### src/rtl/reset_seq_pkg.sv
// rtl/reset_seq_pkg.sv - state encoding and counter sizing shared by reset_sequencer
package reset_seq_pkg;

    typedef enum logic [1:0] {
        HOLD     = 2'd0,
        WAIT_ACK = 2'd1,
        DONE     = 2'd2,
        FAULT    = 2'd3
    } seq_state_t;

    // One extra bit over the longest terminal count so the timer can never wrap.
    function automatic int cnt_width(input int hold_cycles, input int timeout_cycles);
        int longest;
        longest = (hold_cycles > timeout_cycles) ? hold_cycles : timeout_cycles;
        return $clog2(longest) + 1;
    endfunction

endpackage

### src/rtl/seq_timer.sv
// rtl/seq_timer.sv - loadable up-counter with clear, increment and terminal-count compare
module seq_timer #(
    parameter int W = 4
) (
    input  logic         clk,
    input  logic         rst,
    input  logic         clr,
    input  logic         load,
    input  logic [W-1:0] load_val,
    input  logic         inc,
    input  logic [W-1:0] tc_val,
    output logic         tc
);

    logic [W-1:0] cnt;

    always_ff @(posedge clk) begin
        if (rst || clr) begin
            cnt <= '0;
        end else if (load) begin
            cnt <= load_val;
        end else if (inc) begin
            cnt <= cnt + W'(1);
        end
    end

    assign tc = (cnt == tc_val);

endmodule

### src/rtl/reset_sequencer.sv
// rtl/reset_sequencer.sv - ordered per-stage reset release with ack timeout; RESET_SEQ_AUTO_RETRY_EN retries after a fault
module reset_sequencer
    import reset_seq_pkg::*;
#(
    parameter int STAGES         = 3,
    parameter int HOLD_CYCLES    = 10,
    parameter int TIMEOUT_CYCLES = 1024,
    parameter int IDX_W          = (STAGES > 1) ? $clog2(STAGES) : 1
) (
    input  logic              pclk,
    input  logic              rst,
    input  logic [STAGES-1:0] stage_ready,
    output logic [STAGES-1:0] stage_rst,
    output logic              all_ready,
    output logic              fault,
    output logic [IDX_W-1:0]  fault_stage
);

    localparam int                CNT_W      = cnt_width(HOLD_CYCLES, TIMEOUT_CYCLES);
    localparam logic [CNT_W-1:0]  HOLD_TC    = CNT_W'(HOLD_CYCLES - 1);
    localparam logic [CNT_W-1:0]  TIMEOUT_TC = CNT_W'(TIMEOUT_CYCLES - 1);
    localparam logic [IDX_W-1:0]  LAST_IDX   = IDX_W'(STAGES - 1);
    localparam logic [STAGES-1:0] ALL_ONES   = '1;

    seq_state_t        state_q, state_d;
    logic [IDX_W-1:0]  idx_q, idx_d;
    logic [STAGES-1:0] stage_rst_d;
    logic              all_ready_d;
    logic              fault_d;
    logic [IDX_W-1:0]  fault_stage_d;

    logic              tmr_clr, tmr_inc, tmr_tc;
    logic [CNT_W-1:0]  tc_val;
    logic [STAGES-1:0] acked;
    logic              lost;

    seq_timer #(.W(CNT_W)) u_timer (
        .clk      (pclk),
        .rst      (rst),
        .clr      (tmr_clr),
        .load     (1'b0),
        .load_val ('0),
        .inc      (tmr_inc),
        .tc_val   (tc_val),
        .tc       (tmr_tc)
    );

    // Stages already acknowledged must keep their ready high; anything else is a brown-out.
    always_comb begin
        acked = '0;
        for (int j = 0; j < STAGES; j++) begin
            acked[j] = (state_q == DONE) ||
                       ((state_q == WAIT_ACK) && (IDX_W'(j) < idx_q));
        end
    end

    assign lost   = |(acked & ~stage_ready);
    assign tc_val = (state_q == WAIT_ACK) ? TIMEOUT_TC : HOLD_TC;

    always_comb begin
        state_d       = state_q;
        idx_d         = idx_q;
        stage_rst_d   = stage_rst;
        all_ready_d   = all_ready;
        fault_d       = fault;
        fault_stage_d = fault_stage;
        tmr_clr       = 1'b0;
        tmr_inc       = 1'b0;

        case (state_q)
            HOLD: begin
                if (tmr_tc) begin
                    state_d     = WAIT_ACK;
                    idx_d       = '0;
                    stage_rst_d = stage_rst << 1;
                    tmr_clr     = 1'b1;
                end else begin
                    tmr_inc = 1'b1;
                end
            end
            WAIT_ACK: begin
                if (lost) begin
                    state_d     = HOLD;
                    idx_d       = '0;
                    stage_rst_d = ALL_ONES;
                    all_ready_d = 1'b0;
                    tmr_clr     = 1'b1;
                end else if (stage_ready[idx_q]) begin
                    tmr_clr = 1'b1;
                    if (idx_q == LAST_IDX) begin
                        state_d     = DONE;
                        all_ready_d = 1'b1;
                    end else begin
                        // Shifting the mask releases exactly the next stage in order.
                        stage_rst_d = stage_rst << 1;
                        idx_d       = idx_q + IDX_W'(1);
                    end
                end else if (tmr_tc) begin
                    state_d       = FAULT;
                    stage_rst_d   = ALL_ONES;
                    all_ready_d   = 1'b0;
                    fault_d       = 1'b1;
                    fault_stage_d = idx_q;
                    tmr_clr       = 1'b1;
                end else begin
                    tmr_inc = 1'b1;
                end
            end
            DONE: begin
                if (lost) begin
                    state_d     = HOLD;
                    idx_d       = '0;
                    stage_rst_d = ALL_ONES;
                    all_ready_d = 1'b0;
                    tmr_clr     = 1'b1;
                end
            end
            FAULT: begin
`ifdef RESET_SEQ_AUTO_RETRY_EN
                if (tmr_tc) begin
                    state_d = HOLD;
                    idx_d   = '0;
                    tmr_clr = 1'b1;
                end else begin
                    tmr_inc = 1'b1;
                end
`else
                tmr_clr = 1'b1;
`endif
            end
        endcase
    end

    always_ff @(posedge pclk) begin
        if (rst) begin
            state_q     <= HOLD;
            idx_q       <= '0;
            stage_rst   <= ALL_ONES;
            all_ready   <= 1'b0;
            fault       <= 1'b0;
            fault_stage <= '0;
        end else begin
            state_q     <= state_d;
            idx_q       <= idx_d;
            stage_rst   <= stage_rst_d;
            all_ready   <= all_ready_d;
            fault       <= fault_d;
            fault_stage <= fault_stage_d;
        end
    end

endmodule

### config.mk
export PLATFORM = sky130hd
export DESIGN_NAME = reset_sequencer
export DESIGN_NICKNAME = d
export VERILOG_FILES = /design/src/rtl/reset_seq_pkg.sv /design/src/rtl/seq_timer.sv /design/src/rtl/reset_sequencer.sv
export SDC_FILE = /design/constraint.sdc
export NUM_CORES = 1
export LEC_CHECK = 0
export CORE_MARGIN = 2
export CORE_UTILIZATION = 50
export DETAILED_ROUTE_END_ITERATION = 8
export GPL_TIMING_DRIVEN = 0
export HOLD_SLACK_MARGIN = 0.12
export PLACE_DENSITY = 0.72
export SYNTH_ARGS = -nofsm -noshare
export SYNTH_HDL_FRONTEND = slang
export SYNTH_SLANG_ARGS = --single-unit
### constraint.sdc
create_clock -name pclk -period 2.5 [get_ports pclk]
set_input_delay 0.25 -clock pclk [delete_from_list [all_inputs] [get_ports pclk]]
set_output_delay 0.25 -clock pclk [all_outputs]
set_load 0.02 [all_outputs]
==> key figures <==
Floorplan
  – Initial Util: 53.6%
  – Die ar.: 0.00311 mm2
  – Die Y: 55.8 um
  – I/O pins: 12
  – Rows: 18
  – CORE AREA: 0.00250 mm2
  – Horiz. Die Dim: 55.8 um

Final layout
  – Most common cell after layout, fill and taps aside: dfxtp_1
  – Share of layout cells above drive strength 1: 15.7%
  – Area of the multi-input gates: 868 um2
  – Layout Cells excl Fill: 202
  – Area occupied by registers: 442 um2
  – P&R area growth vs syn: 18.1%
  – Final net count: 187
  – Most frequent cells in the layout: 21 x dfxtp_1, 16 x nor2_1, 11 x nand2_1
  – # diodes: 0
  – Fillers: 211

Synthesis
  – Sequential element share of the synthesized area: 32.9%
  – Mapped Cells: 156
  – XOR/XNOR Fraction of Synth Area: 3.92%
  – Synthesized area: 0.00134 mm2
  – Avg Cell Area, Syn: 8.59 um2
  – Simple-gate share of the synthesized area: 23.2%
  – Yosys warnings: 0
  – Main combinational cell family by area after synthesis: simple AND/OR/NAND/NOR gates
  – Flops & latches, synth: 22
  – Synth unique cells: 47
  – Adder-cell share of the synthesized area: 8.40%
  – Proportion of synthesized area in mux cells: 4.11%
  – Complex-gate fraction of the synthesized area: 22.8%
  – Syn nets: 170

Setup path
  – Critical-path maximum fanout: 10
  – Crit path capture type: flop
  – Worst path arrival time: 2.57 ns
  – Critical Path Start Type: flop
  – R2R depth: 9
  – Worst r2r dst: state_q[0]
  – CP Class: flop to flop
  – Reg2reg setup slack: 0.15 ns
  – RR Startpoint: state_q[1]
  – Req. time, crit path: 2.72 ns

Power and ir drop
  – Sequential share of power: 45.3%
  – Int Power: 638 uW
  – Cell Pwr Density: 566 mW/mm2
  – Combinational share of power: 24.2%
  – Switch share: 28.7%
  – Leak Pwr: 0.000618 uW
  – Clock network power share: 30.5%
  – Sw Pwr: 257 uW
  – Worst vdd ir: 365 uV

Drt
  – Post-route ant nets: 0
  – Routed WL: 2980 um
  – Detailed-route via count: 1,241
  – Initial DRC Count: 48
  – Pre-antenna DRT Iters: 4
  – DRC errors left: 0
  – WL/cell: 14.7 um
  – Via density: 6.14

STA
  – Fin crit share: 93.9%
  – Setup violations, final: 0
  – Final Hold Fails: 0
  – Setup TNS: 0 ns
  – Fmax: 0.426 GHz
  – Fin crit period: 2.35 ns
  – Max-slew violation count: 0
  – Headroom to the max-slew limit: 69.5%
  – Tightest Pin Transition: 0.455 ns
  – Clk_skew: 0.00608 ns
  – RSZ-0062 raised after global routing: no

Global routing
  – All-layer global routing usage: 20.0%
  – Initial antenna violation count: 0
  – GRT overflow: 0
  – Largest net degree at the start of global routing: 14
  – First-pass GRT wire length: 5200 um
  – Vias in the first global route: 1,228

Clocking
  – Worst-skew pair later-pin latency: 0.31 ns
  – CTS Sinks: 22
  – H-tree levels: 1
  – CTS tree: done
  – CTS root buf: clkbuf_4
  – Max Root-Sink Buffers: 2
  – Clock transition at path regs: 0.13 ns
  – Post-CTS Hold Fix Bufs: 0
  – CTS buffer count: 3

Worst hold path
  – Hold worst-path end: fault_stage[1]
  – Worst min-delay path startpoint: rst
  – Hold Path Class: input port to flop
  – Hold Crit Depth: 2

Job
  – Max-Cap Viols: 0

Place
  – Final HPWL DP: 2190 um
  – RePlAce Congestion: 0.881
  – PortBufs: 10
  – Placed Cells: 196

Outcome
  – Status: finished, final reports clean
-- per-layer routing --
layer / track usage [%] / up-vias / part of all wire [%]
met5: 0 / - / 0
li1: - / 604 / -
met2: 33.5 / 51 / 46
met3: 4.42 / 10 / 6.2
met1: 25.0 / 576 / 46
met4: 7.67 / 0 / 2.0
-- cell usage after synthesis, drive strengths merged --
cell type	n	area (um2)
a21oi	10	53.8
a221oi	1	15.0
and4	1	8.76
ha	9	113
xor2	5	43.8
o31ai	1	7.51
nor2b	1	6.26
o211a	1	10.0
a21o	2	15.0
dfxtp	22	440
mux2i	4	43.8
o211ai	1	12.5
a31o	1	8.76
a31oi	4	25.0
inv	10	37.5
or3	3	18.8
a32o	1	10.0
nand3b	1	7.51
nand4	5	31.3
and3	1	6.26
nor2	16	60.1
o32a	1	10.0
nand3	7	35.0
o221ai	1	8.76
o41ai	1	27.5
a22o	1	10.0
and4b	1	10.0
buf	3	21.3
nand2b	2	12.5
xnor2	1	8.76
nand2	12	47.6
a2bb2oi	2	17.5
o21ai	9	45.0
clkbuf	1	3.75
mux2	1	11.3
nor3	5	25.0
o21ba	1	10.0
or3b	1	8.76
o21a	1	7.51
or4	4	33.8
o2111a	1	11.3
-- worst max-delay path by stage --
| stage | startpoint | depth (start not counted) | endpoint |
|---|---|---|---|
| 2_1_floorplan | state_q[0] | 8 | u_timer.cnt[5] |
| 3_3_place_gp | state_q[0] | 8 | u_timer.cnt[5] |
| 3_5_place_dp | state_q[0] | 8 | u_timer.cnt[5] |
| 4_1_cts | state_q[1] | 9 | state_q[0] |
| 5_1_grt | state_q[1] | 9 | state_q[0] |
| 6_report | state_q[1] | 9 | state_q[0] |
-- what timing repair did --
item	4_1_cts	5_1_grt
setup buffers	2	0
endpoints found under the setup margin	8	15
pin swaps	1	0
resized for setup	2	8
-- sequential cells by signal (all words and copies together), names as in the netlist --
name and count:
idx_q 2, state_q 2, stage_rst 3, fault 1
u_timer.cnt 11, all_ready 1, fault_stage 2
-- cells by family after synthesis --
logic type      count (synthesis)
compound gates                 40
xor+xnor                        6
fa+ha+maj                       9
buf+inv                        14
flops                          22
mux                             5
simple gates                   60
-- power groups by stage --
stage / logic [uW] / clock network [uW] / registers, uW
after floorplan: 143 / 0 / 412
after global placement: 192 / 0 / 410
after detailed placement: 201 / 0 / 413
after CTS: 210 / 283 / 405
after global routing: 239 / 292 / 411
final: 217 / 273 / 406
-- final cells by class --
| type | instances | area share [%] |
|---|---|---|
| Buffer | 4 | 1.90 |
| Timing Repair Buffer | 12 | 7.27 |
| Clock buffer | 3 | 1.42 |
| Tap cell | 30 | 2.37 |
| Clock inverter | 1 | 1.90 |
| Sequential cell | 22 | 27.9 |
| Inverter | 10 | 2.37 |
| Multi-Input combinational cell | 120 | 54.9 |
-- per-stage QoR --
stage	hold slack, ns	setup slack (ns)	util (%)	area [um2]	power [uW]
floorplan	0.466	0.238	-	1340	555
global placement	0.435	-0.000371	59.1	1480	602
detailed placement	0.440	-0.0612	59.1	1480	614
CTS	0.320	-0.0143	62.2	1550	898
global route	0.347	0.00780	63.3	1580	942
finish	0.319	0.151	63.3	1580	896
-- worst max-delay path, stage by stage (launching register included) --
cell and delay (ns):
dfxtp_1 0.39, inv_1 0.09, ha_2 0.25, or4_1 0.41, nor2_1 0.13, o21ai_1 0.13
buf_4 0.21, a221oi_4 0.31, o221ai_1 0.17, o211a_1 0.15
(Power assumes the default switching activity.)
